### src/rtl/ram_arbiter.sv
// Purpose: round-robin arbiter sharing one synchronous single-port data RAM between
//          the control unit (port A) and the host/DMA loader (port B), with bounded burst lock.
// Latency: grant and RAM command registered 1 cycle after the deciding edge; read data 1 cycle after grant.
// Backpressure: a requester holds req until it sees its gnt pulse; the loser of a tie simply waits.
//
// Ports:
//   clk, rst              rising-edge clock, synchronous active-low reset
//   a_* / b_*             request, lock, write enable, address, write data in; gnt and rvalid out
//   rdata                 read data (pass-through of ram_dout), qualified by a_rvalid / b_rvalid
//   ram_we/ram_addr/ram_din  registered RAM command; ram_dout is the RAM's registered read data
module ram_arbiter #(
    parameter int RAM_SIZE  = 16,
    parameter int MAX_BURST = 4
) (
    input  logic                clk,
    input  logic                rst,
    input  logic                a_req,
    input  logic                a_lock,
    input  logic                a_we,
    input  logic [RAM_SIZE-1:0] a_addr,
    input  logic [15:0]         a_wdata,
    output logic                a_gnt,
    output logic                a_rvalid,
    input  logic                b_req,
    input  logic                b_lock,
    input  logic                b_we,
    input  logic [RAM_SIZE-1:0] b_addr,
    input  logic [15:0]         b_wdata,
    output logic                b_gnt,
    output logic                b_rvalid,
    output logic [15:0]         rdata,
    output logic                ram_we,
    output logic [RAM_SIZE-1:0] ram_addr,
    output logic [15:0]         ram_din,
    input  logic [15:0]         ram_dout
);

    localparam logic [3:0] BURST_LIMIT = 4'(MAX_BURST);

    typedef enum logic {
        OWNER_A = 1'b0,
        OWNER_B = 1'b1
    } owner_e;

    owner_e     last_owner;
    owner_e     next_owner;
    logic [3:0] burst_cnt;
    logic [3:0] next_cnt;
    logic       grant_a;
    logic       grant_b;
    logic       owner_req;
    logic       owner_lock;
    logic       lock_hold;

    // Only the current owner's lock matters; a lock raised by the other port is ignored.
    always_comb begin
        grant_a    = 1'b0;
        grant_b    = 1'b0;
        next_owner = last_owner;
        next_cnt   = burst_cnt;
        owner_req  = (last_owner == OWNER_A) ? a_req  : b_req;
        owner_lock = (last_owner == OWNER_A) ? a_lock : b_lock;
        lock_hold  = owner_req && owner_lock && (burst_cnt < BURST_LIMIT);

        if (a_req && b_req) begin
            if (lock_hold) begin
                grant_a = (last_owner == OWNER_A);
                grant_b = (last_owner == OWNER_B);
            end else begin
                grant_a = (last_owner == OWNER_B);
                grant_b = (last_owner == OWNER_A);
            end
        end else begin
            grant_a = a_req;
            grant_b = b_req;
        end

        if (grant_a || grant_b) begin
            next_owner = grant_a ? OWNER_A : OWNER_B;
            if (next_owner != last_owner) begin
                next_cnt = 4'd1;
            end else if (burst_cnt < BURST_LIMIT) begin
                next_cnt = burst_cnt + 4'd1;
            end
        end else begin
            // An idle cycle ends any burst so the next lock starts with a full allowance.
            next_cnt = '0;
        end
    end

    always_ff @(posedge clk) begin
        if (!rst) begin
            a_gnt      <= 1'b0;
            b_gnt      <= 1'b0;
            a_rvalid   <= 1'b0;
            b_rvalid   <= 1'b0;
            ram_we     <= 1'b0;
            ram_addr   <= '0;
            ram_din    <= '0;
            last_owner <= OWNER_B;
            burst_cnt  <= '0;
        end else begin
            a_gnt      <= grant_a;
            b_gnt      <= grant_b;
            // The RAM samples the registered read command on this edge, so its data
            // lands in the cycle where rvalid is now raised.
            a_rvalid   <= a_gnt && !ram_we;
            b_rvalid   <= b_gnt && !ram_we;
            last_owner <= next_owner;
            burst_cnt  <= next_cnt;
            if (grant_a) begin
                ram_we   <= a_we;
                ram_addr <= a_addr;
                ram_din  <= a_wdata;
            end else if (grant_b) begin
                ram_we   <= b_we;
                ram_addr <= b_addr;
                ram_din  <= b_wdata;
            end else begin
                ram_we   <= 1'b0;
            end
        end
    end

    assign rdata = ram_dout;

endmodule

### config.mk
export PLATFORM = sky130hd
export DESIGN_NAME = ram_arbiter
export DESIGN_NICKNAME = d
export VERILOG_FILES = /design/src/rtl/ram_arbiter.sv
export SDC_FILE = /design/constraint.sdc
export NUM_CORES = 1
export LEC_CHECK = 0
export ABC_AREA = 1
export BUFFER_PORTS_ARGS = -buffer_cell sky130_fd_sc_hd__buf_2
export CAP_MARGIN = 0
export CORE_ASPECT_RATIO = 0.8
export CORE_UTILIZATION = 39
export CTS_BUF_LIST = sky130_fd_sc_hd__clkbuf_8
export DETAILED_ROUTE_END_ITERATION = 10
export PLACE_DENSITY = 0.74
export SYNTH_ARGS = -nofsm -noshare
export SYNTH_HDL_FRONTEND = slang
export SYNTH_SLANG_ARGS = --single-unit
### constraint.sdc
create_clock -name clk -period 1.6 [get_ports clk]
set_input_delay 0.08 -clock clk [delete_from_list [all_inputs] [get_ports clk]]
set_output_delay 0.08 -clock clk [all_outputs]
set_load 0.05 [all_outputs]
# Yosys cells after proc, flatten, opt, wreduce, memory -nomap -nowiden
# Cells that the tools add are included.
# totals
ff_bits	42
wordCells	42
input_bits	88
out_inout_bits	53
# classes
addsub	1
bitwise_logic	3
muxes	15
n_eq_ne	1
magnitude_cmp	1
n_reduce_logical	11
# ops
op	count
2-to-1 mux 16 bit	4
2-to-1 mux 1 bit	11
logical AND 1 bit	5
adder 4 x 1 -> 4 bit, second input constant	1
< comparator 4 x 3 -> 1 bit, second input constant	1
nonzero test 2 bit	2
NOT 1 bit	3
OR reduction 3 bit	1
AND reduction 2 bit	1
zero test 1 bit	1
logical OR 1 bit	1
!= test 1 bit	1

# Longest topological paths before layout
# Gate-level depths: netlist of the first run.
# depth
word_depth	8
mapped_depth	10
ltp_nobuf	10

# Worst setup path before layout of the first run
# No wires, ideal clock.
# synth_timing
path_kind	reg2reg
start	reg burst_cnt[2]
end	reg ram_addr[10]
n_path_buf	1
period_less_slack_ps	1241
stages_incl_launch_ff	10
setup_time_ps	132
path_slack_ps	359
t_arrival_ps	1109
required_time_ps	1468
path_cell_list	dfxtp_1 -> nor2_4 -> nand2_1 -> nand2_2 -> nand3_4 -> nand2_4 -> buf_2 -> nand2_1 -> nand3_1 -> a21oi_1
# synth_between
elab_chain_cells	5
elab_cells_between_ends	8
classes_between	1 x order compare; 5 x mux; 2 x reduce/logical
# synth_rtl
item	line_no	source
start: declaration	47	logic [3:0] burst_cnt;
start signal: assignment	110	burst_cnt <= next_cnt;
< comparator 4 x 3 -> 1 bit (*)	63	lock_hold = owner_req && owner_lock && (burst_cnt < BURST_LIMIT);
logical AND 1 bit (*)	63	
2-to-1 mux 1 bit	66	if (lock_hold) begin
2-to-1 mux 1 bit	65	if (a_req && b_req) begin
2-to-1 mux 16 bit / nonzero test 2 bit (equally long branches)	n/a	
end signal: assignment	113	ram_addr <= a_addr;
end signal: assignment	117	ram_addr <= b_addr;
end: declaration	33	output logic [RAM_SIZE-1:0] ram_addr,
# Mark *: on every way between the ends. The rest lies on a longest branch, timed or not.
# A chain may end at the register's enable or synchronous reset.

# Worst setup path after layout of the first run
# layout_timing
start	reg burst_cnt[2]
end	reg ram_din[14]
# layout_between
elab_chain_cells	5
elab_cells_between_ends	8
classes_between	1 x order compare; 5 x mux; 2 x reduce/logical
# layout_rtl
item	line_no	source
< comparator 4 x 3 -> 1 bit (*)	63	
logical AND 1 bit (*)	63	
2-to-1 mux 1 bit	66	
2-to-1 mux 1 bit	65	
2-to-1 mux 16 bit / nonzero test 2 bit (equally long branches)	n/a	
end signal: assignment	114	ram_din <= a_wdata;
end signal: assignment	118	ram_din <= b_wdata;
end: declaration	34	output logic [15:0] ram_din,
# Marked as above.

==> results of run 1 <==
[worst max-delay path by stage]
stage / from / endpoint / slack (ns)
floorplan: burst_cnt[2] / ram_addr[10] / 0.36
global placement: burst_cnt[2] / burst_cnt[0] / 0.08
detailed placement: burst_cnt[2] / burst_cnt[1] / 0.04
global route: burst_cnt[2] / ram_we / 0.003
CTS: burst_cnt[2] / burst_cnt[1] / 0.01
finish: burst_cnt[2] / ram_din[14] / 0.13
[state kept, by name, summed over array words and instances (netlist names)]
name	cells
a_gnt	1
a_rvalid	1
b_gnt	1
b_rvalid	1
burst_cnt	4
last_owner	1
ram_addr	16
ram_din	16
ram_we	1
[logic make-up after synthesis]
family	Yosys count	synth area share, %
flops	42	37.7
simple gates	156	31.5
mux	1	0.449
compound gates	34	7.75
fa+ha+maj	1	0.561
xor+xnor	1	0.393
buf+inv	109	21.6
[cell type report]
cell class	instances	area (um2)
Clock buffer	6	82.6
Fill cell	579	2540
Tap cell	78	97.6
Timing Repair Buffer	120	639
Multi-Input combinational cell	194	926
Clock inverter	2	60.1
Sequential cell	42	841
Inverter	74	278
[critical path: stages (launching register included)]
cell and delay, ns:
dfxtp_1 0.34, nor2_4 0.15, nand2_1 0.08, nand2_2 0.08, nand3_4 0.12, buf_4 0.18, nand2_4 0.18, nand2_1 0.09
nand3_1 0.08, a21oi_1 0.06
[per-stage QoR]
stage / utilization, % / instance area, um2
2_1_floorplan: - / 2230
3_3_place_gp: 49.8 / 2720
3_5_place_dp: 49.8 / 2720
4_1_cts: 52.8 / 2890
5_1_grt: 53.5 / 2920
6_report: 53.5 / 2920
[per-layer routing]
layer / up-vias / GRT usage, %
met5: - / 0
met4: 0 / 4.07
met3: 4 / 4.76
li1: 1218 / -
met1: 1021 / 24.7
met2: 88 / 30.1
[cells in the final DEF, fill, tap and decap left out, drive strengths merged]
cell	Yosys	routed
mux2i	1	1
nand3	67	67
a21oi	32	32
buf	26	118
nand2	79	80
o21ai	1	1
bufinv	0	2
inv	74	74
dfxtp	42	42
ha	1	1
xnor2	1	1
clkbuf	9	6
nor2	10	10
o211ai	1	1
dlygate4sd3	0	2
[synth_stat cells]
library cell | number | area (um2)
a21oi_1 | 32 | 160
buf_1 | 2 | 7.51
buf_2 | 7 | 35.0
buf_4 | 17 | 128
clkbuf_1 | 9 | 33.8
dfxtp_1 | 42 | 841
ha_1 | 1 | 12.5
inv_1 | 74 | 278
mux2i_1 | 1 | 10.0
nand2_1 | 77 | 289
nand2_2 | 1 | 6.26
nand2_4 | 1 | 11.3
nand3_1 | 66 | 330
nand3_4 | 1 | 17.5
nor2_1 | 8 | 30.0
nor2_2 | 1 | 6.26
nor2_4 | 1 | 11.3
o211ai_1 | 1 | 7.51
o21ai_1 | 1 | 5.00
xnor2_1 | 1 | 8.76
[where the power goes]
group	switching [mW]	internal [mW]	leakage [nW]
combinational	0.515	0.235	1.31
clock	0.353	0.666	0.0714
sequential	0.0431	1.13	0.348
total	0.911	2.03	1.73
[timing repair]
item | CTS | global route
hold buffers | 2 | 0
endpoints found under the setup margin | 0 | 24
gates resized for setup | 0 | 2
setup buffers | 0 | 2
endpoints found under the hold margin | 1 | 0
==> results.md, run 1 <==
- Final hold vios: 0
- WHS Endpoint: last_owner
- Clk_lat worst skew: roughly 0.28 ns
- Initial antenna violation count: 0
- Crit start category: register
- Post-route clock period utilization: between 90% and 100%
- Placed Cells: between 500 and 600
- Peak supply drop: slightly below 0.0005 V
- Mapped cell area: roughly 2200 um2
- Post-synthesis sequential area ratio: 37.7%
- Reg2reg path depth: 9
- H-tree depth: 2
- # setup viols final: 0
- Critical Path RT: 1.78 ns
- First-pass GRT wire length: 9.01 mm
- Hold Path Class: in -> reg
- Met3 wire length: 421 um
- IO Pins: 141
- Unrepaired setup endpoints after global routing: no
- Max-slew headroom: between 70% and 80%
- CTS sink cnt: 42
- Reg-to-reg setup timing slack: 0.13 ns
- WL final: approximately 5.7 mm
- Setup TNS: 0 ns
- Largest net degree at the start of global routing: 34
- Mapped Cells: 344
- CP Max Fanout: 16
- Layout cell share with drive strength beyond 1: roughly 30%
- Status: completed
- N_diodes: 0
- CP arrival: 1.65 ns
- Slew Limit Fails: 0
- Maxcap violations: 0
- Net count, final: roughly 530
- Hold WS: 0.0517 ns
- Pwr dens: 1000 nW/um2
- R2R Path End: ram_din[14]
- Placer Congestion: 0.760
- CTS root buf: clkbuf_8
- HPWL after detailed placement: 3.98 mm
- Post-layout power: 2.94 mW
- Final setup margin: roughly 0.13 ns
- Leak: 1.73 nW
- Core footprint: 5470 um2
- R2R Path Start: burst_cnt[2]
- DR iter-0 viols: 104
- Antenna-violating nets left: 0
- GR Util All Layers: 18.5%
- Full die area: 6020 um2
- Highest metal used: met4
- Clock buffer depth: 2
- Area Overhead vs Synth: 31.2%
- Warnings, synthesis: 0
- DRT Pass-1 Iters: 4
- Max Fclk: 679 MHz
- Via count of the first global-routing pass: 2098
- Final Critical Period: 1.47 ns
- Initial Utilization: 40.8%
- Via count: 2331
- Hold Crit Depth: 2
- Met1 Routed Length: around 2.7 mm
- Vias per cell: 4.52
- Post-Layout Cell Count: 516
- Remaining DRCs: 0
- CTS tree: yes
- Wire length on met2: 2.52 mm
- Routed length per instance: between 10 and 15 um
- Row count: 24
- Synthesized area per cell: 6.48 um2
- Seq cells post-synth: 42
- Distinct cells, synth: 20
- Gr ovfl total: 0
- Clock-pin slew on the worst setup and hold paths: 0.08 ns
- Die Span Y: 69.6 um
- IO buf count: about 110
- Die Width: 86.5 um
- Worst Tran Pin Value: 0.358 ns
- Hold Startpoint: rst
- Crit path kind: reg -> reg
- Post-synth net total: 433
- Skew final: 0.00842 ns
- CTS buffer count: 5
- Crit. End Element: register
- Post-placement setup slack: between 0.03 and 0.04 ns
Power figures use the tool's default switching activity.
==> run 2, diff against run 1 <==
SETUP_SLACK_MARGIN = 0.4   (was not set)
==> run 2 against run 1 <==
Compared with the run above: non-clock buffer count increased by 10; final cell count increased by 1.6%; worst hold slack improved by 0.0074 ns; setup slack improved by 0.082 ns; power decreased by 8.8%; maximum frequency increased by 5.9%; utilization increased by 3.9 points; wire length increased by 6.4%; critical endpoint is now ram_addr[4]; largest power group unchanged.
==> results.md, run 2 (same netlist as run 1, synthesis figures left out) <==
- Die Span Y: ~70 um
- Final Critical Period: 1.39 ns
- Largest net degree at the start of global routing: 22
- Area of the multi-input gates: a little over 1000 um2
- Final hold vios: 0
- GR Util All Layers: between 15 and 20%
- Placed Cells: 505
- Slowest-stage cell, CP: dfxtp_2
- Area Overhead vs Synth: 40.8%
- Most common cell after layout, fill and taps aside: buf_2
- Full die area: approximately 6000 um2
- Max Fclk: 719 MHz
- Switching Power: 928 uW
- Row count: 24
- Internal power: 1.75 mW
- Fill count: 558
- Storage cell area: between 800 and 900 um2
- Via count: between 2000 and 2500
- CP Cell Sequence: nor2_4 > nand2_2 > nand2_2 > nand3_4 > buf_12 > clkbuf_16 > nand3_1 > nand3_1 > a21oi_1
- Slew Limit Fails: 0
- Met3 wire length: 384 um
- Critical Path RT: 1.82 ns
- N_diodes: 0
- Switching part of the total power: 34.7%
- Post-Layout Cell Count: about 520
- Clock share of power: 24.9%
- # setup viols final: 0
- IO Pins: 141
- Crit path kind: reg -> reg
- Net count, final: ~540
- Layout cell share with drive strength beyond 1: approximately 38%
- Skew final: roughly 0.0041 ns
- Clk_lat worst skew: 0.29 ns
- Leak: roughly 1.8 nW
- Die Width: about 87 um
- Crit start category: register
- IO buf count: 108
- Maxcap violations: 0
- Fin util: 57.4%
- Initial antenna violation count: 0
- Commonest non-fill, non-tap cells in the layout: buf_2 (108), inv_1 (71), nand2_1 (71)
- Unrepaired setup endpoints after global routing: yes
- Via count of the first global-routing pass: approximately 2100
- Routed length per instance: 11.6 um
- Hold Path Class: in -> reg
- Clock-pin slew on the worst setup and hold paths: ~0.070 ns
- Setup TNS: 0 ns
- Initial Utilization: 40.8%
- Part of the power in registers: 43.7%
- H-tree depth: 2
- WL final: 6.05 mm
- DR iter-0 viols: 135
- CTS buffer count: 5
- First-pass GRT wire length: 9.36 mm
- Remaining DRCs: 0
- Wire length on met2: 2.74 mm
- Core footprint: 5470 um2
- Gr ovfl total: 0
- Part of the power in combinational logic: 31.4%
- HPWL after detailed placement: 4.03 mm
- Worst Tran Pin Value: between 0.3 and 0.4 ns
- Post-route clock period utilization: 86.9%
- Highest metal used: met4
- Max-slew headroom: 78.7%
- Met1 Routed Length: 2.87 mm
- Vias per cell: 4.60
- CTS tree: yes
- Placer Congestion: 0.774
- Delay of the slowest critical-path stage: 0.34 ns
- CP arrival: ~1.6 ns
- CTS sink cnt: 42
- Peak supply drop: 0.000534 V
- Crit. End Element: register
- Clock buffer depth: 2
- Biggest regs: ram_addr: 16 flops, ram_din: 16 flops, burst_cnt: 4 flops
- DRT Pass-1 Iters: 4
- Pwr dens: between 800 and 900 nW/um2
- CTS root buf: clkbuf_8
- CP Max Fanout: 7
- Status: completed
- Antenna-violating nets left: 0
run 2: cell types whose count changed in the layout (fill, tap and decap cells not counted), sizes merged:
cell    delta
bufinv     -2
buf        +8
clkbuf     +2
run 2: path summary, 6_finish.rpt:
path | start | to | slack [ns] | cells after the start
setup / recovery | burst_cnt[2] | ram_addr[4] | 0.21 | 9
hold / removal | rst | last_owner | 0.06 | 2
setup reg to reg | burst_cnt[2] | ram_addr[4] | 0.21 | 9
hold reg to reg | b_gnt | b_rvalid | 0.44 | 2
run 2: metrics by stage:
stage	worst slack, ns	hold slack, ns	instance area, um2	power, mW
global route	0.128	0.0768	3140	2.82
finish	0.209	0.0591	3140	2.68
global placement	0.138	0.160	2740	1.92
CTS	0.263	0.0457	2960	2.64
floorplan	0.400	0.178	2250	1.82
detailed placement	0.0946	0.160	2740	1.93
run 2: cell type report:
type                    count  area share, %
well taps                  78           3.11
multi-input cells         194           32.7
clock buffers               6           2.63
inverters                  74           8.93
repair buffers            130           25.7
flip-flops and latches     42           26.9
run 2: routing by layer:
layer / GRT usage, % / vias up
li1: - / 1242
met1: 25.9 / 1066
met2: 31.7 / 93
met3: 4.52 / 7
met4: 6.11 / 0
met5: 0 / -
run 2: worst max-delay path: cells and delay by family (launching register included):
kind	cells	cell delay [ns]
and+or+nand+nor	6	0.53
AOI/OAI and AO/OA	1	0.14
DFF	1	0.34
buffers and inverters	2	0.31
run 2: power by group through the flow:
stage / logic [mW] / clock network, mW / registers [mW]
final: 0.840 / 0.667 / 1.17
after global routing: 0.907 / 0.735 / 1.18
after CTS: 0.783 / 0.689 / 1.17
after detailed placement: 0.735 / 0 / 1.19
after global placement: 0.725 / 0 / 1.19
after floorplan: 0.375 / 0 / 1.44
run 2: timing repair:
| item | in CTS | in global routing |
|---|---|---|
| buffers inserted | 5 | 3 |
| hold buffers | 2 | 0 |
| endpoints found under the setup margin | 37 | 40 |
| gates resized for setup | 14 | 25 |
| pin swaps | 4 | 10 |
| cloned | 1 | 2 |
| endpoints found under the hold margin | 1 | 0 |
==> run 3, diff against run 2 <==
PLACE_DENSITY = 0.83   (was 0.74)
==> run 3 against run 2 <==
Compared with the run above: clock-buffer cell count is the same; via count shrank 0.62%; maximum frequency shrank 2.1%; global-route usage grew 1.4 points; largest cell class unchanged; first-iteration DRC count shrank 21%; clock skew shrank 0.0021 ns.
==> results.md, run 3 (same netlist as run 1, synthesis figures left out) <==
- Crit path kind: reg -> reg
- Storage cell area: 845 um2
- Fin util: approximately 56%
- IO Pins: about 140
- Launch point of the critical path: burst_cnt[2]
- Switching part of the total power: 35.2%
- Full die area: about 6000 um2
- CTS sink cnt: 42
- N_diodes: 0
- Clock buffer depth: 2
- Initial antenna violation count: 0
- Remaining DRCs: 0
- Final Critical Period: 1.42 ns
- H-tree depth: 2
- Skew final: about 0.0021 ns
- WL final: 6.10 mm
- Clock share of power: 25.7%
- Largest net degree at the start of global routing: 38
- Worst Tran Pin Value: 1.03 ns
- Area of the multi-input gates: 1050 um2
- Initial Utilization: 40.8%
- Hold WS: 0.0582 ns
- Final hold vios: 0
- DRT Pass-1 Iters: 4
- # setup viols final: 0
- Setup TNS: 0 ns
- GR Util All Layers: roughly a fifth
- Net count, final: 531
- Placer Congestion: 0.711
- Switching Power: 937 uW
- Critical Path RT: about 1.8 ns
- Unrepaired setup endpoints after global routing: yes
- Clock-pin slew on the worst setup and hold paths: 0.08 ns
- First-pass GRT wire length: 10.0 mm
- Routed length per instance: 11.7 um
- Status: completed
- CP Max Fanout: 4
- Row count: 24
- Via count: 2393
- CTS root buf: clkbuf_8
- CP arrival: between 1.5 and 2 ns
- Core footprint: 5470 um2
- DR iter-0 viols: 107
- Crit. End Element: register
- Most common cell on crit path: nand2_1
- Max Fclk: 704 MHz
- Area Overhead vs Synth: 36.9%
- Delay of the slowest critical-path stage: 0.34 ns
- Placed inst area: 2700 um2
- CTS buffer count: 5
- Pwr dens: 873 nW/um2
- Commonest non-fill, non-tap cells in the layout: buf_2 (108), inv_1 (72), nand2_1 (66)
- Clk_lat worst skew: 0.28 ns
- Die Span Y: 69.6 um
- Antenna-violating nets left: 0
- Slew Limit Fails: 0
- IO buf count: 108
- Part of the power in registers: 43.9%
- CP Cell Sequence: nor2_4 > nand2_1 > nand2_2 > nand3_4 > buf_4 > o21ai_4 > inv_2 > nor2_2 > nand2_1 > nand2_1
- Maxcap violations: 0
- Post-layout power: around 2.7 mW
- Gr ovfl total: 0
- CTS tree: yes
- Post-route clock period utilization: 88.8%
- Part of the power in combinational logic: 30.4%
- HPWL after detailed placement: between 3 and 4 mm
- Leak: 1.76 nW
- Slowest-stage cell, CP: dfxtp_2
- Via count of the first global-routing pass: between 2000 and 2500
- Die Width: 86.5 um
- Hold Startpoint: rst
- Vias per cell: 4.59
- Design area: between 3000 and 4000 um2
- Peak supply drop: roughly 0.00055 V
- Crit start category: register
- Hold Path Class: in -> reg
- Max-slew headroom: roughly a third
- R2R Path Start: burst_cnt[2]
- Internal power: 1.73 mW
- Layout cell share with drive strength beyond 1: a little over a third
- Most common cell after layout, fill and taps aside: buf_2
- Fill count: ~560
- Biggest regs: ram_addr: 16 flops, ram_din: 16 flops, burst_cnt: 4 flops
-- run 3: changes by cell type in the layout (fill, tap and decap cells not counted), moves of 3 or more --
cell / before / now
a21oi_1: 24 / 32
a21oi_2: 8 / 0
nand2_1: 71 / 66
buf_12: 4 / 0
nand2_2: 6 / 11
buf_4: 12 / 8
nand3_1: 60 / 63
nor2_2: 1 / 4
nand3_2: 6 / 2
-- run 3: timing repair --
| action | 4_1_cts | 5_1_grt |
|---|---|---|
| setup endpoints to repair | 40 | 40 |
| hold buffers | 2 | 0 |
| hold endpoints to repair | 1 | 0 |
| pin swaps | 4 | 3 |
| gates resized for setup | 22 | 15 |
| setup buffers | 4 | 2 |
| cloned | 5 | 0 |
-- run 3: area by class of cell --
type,instances,area share [%]
clock buffers,6,2.71
clock inverters,2,0.287
inverters,74,9.27
multi-input cells,197,34.4
flip-flops and latches,42,27.7
well taps,78,3.20
repair buffers,122,22.5
-- run 3: layer usage --
metal	GRT usage, %	part of all wire [%]
met5	0	0
met1	26.3	46
met2	35.4	48
met3	5.36	5.6
met4	5.93	1.0
-- run 3: power by group through the flow --
| stage | registers [mW] | logic, mW | clock network (mW) |
|---|---|---|---|
| after floorplan | 1.44 | 0.375 | 0 |
| after global placement | 1.19 | 0.715 | 0 |
| after detailed placement | 1.19 | 0.726 | 0 |
| after CTS | 1.17 | 0.792 | 0.714 |
| after global routing | 1.18 | 0.879 | 0.760 |
| final | 1.17 | 0.809 | 0.684 |
-- run 3: critical path: cells and delay by family, from the launching register on --
kind	cells	cell delay [ns]
DFF	1	0.34
AOI/OAI and AO/OA	1	0.06
buffers and inverters	2	0.26
and+or+nand+nor	7	0.72
-- run 3: path summary, 6_finish.rpt --
path                              endpoint  slack [ns]  cells after the start
worst max-delay path                ram_we        0.18                     10
worst min-delay path            last_owner        0.06                      2
worst max register to register      ram_we        0.18                     10
worst min register to register    b_rvalid        0.44                      2
-- run 3: metrics by stage --
step,cells,setup WS [ns]
2_1_floorplan,344,0.400
3_3_place_gp,500,0.0919
3_5_place_dp,500,0.00722
4_1_cts,519,0.202
5_1_grt,521,0.0767
6_report,521,0.179
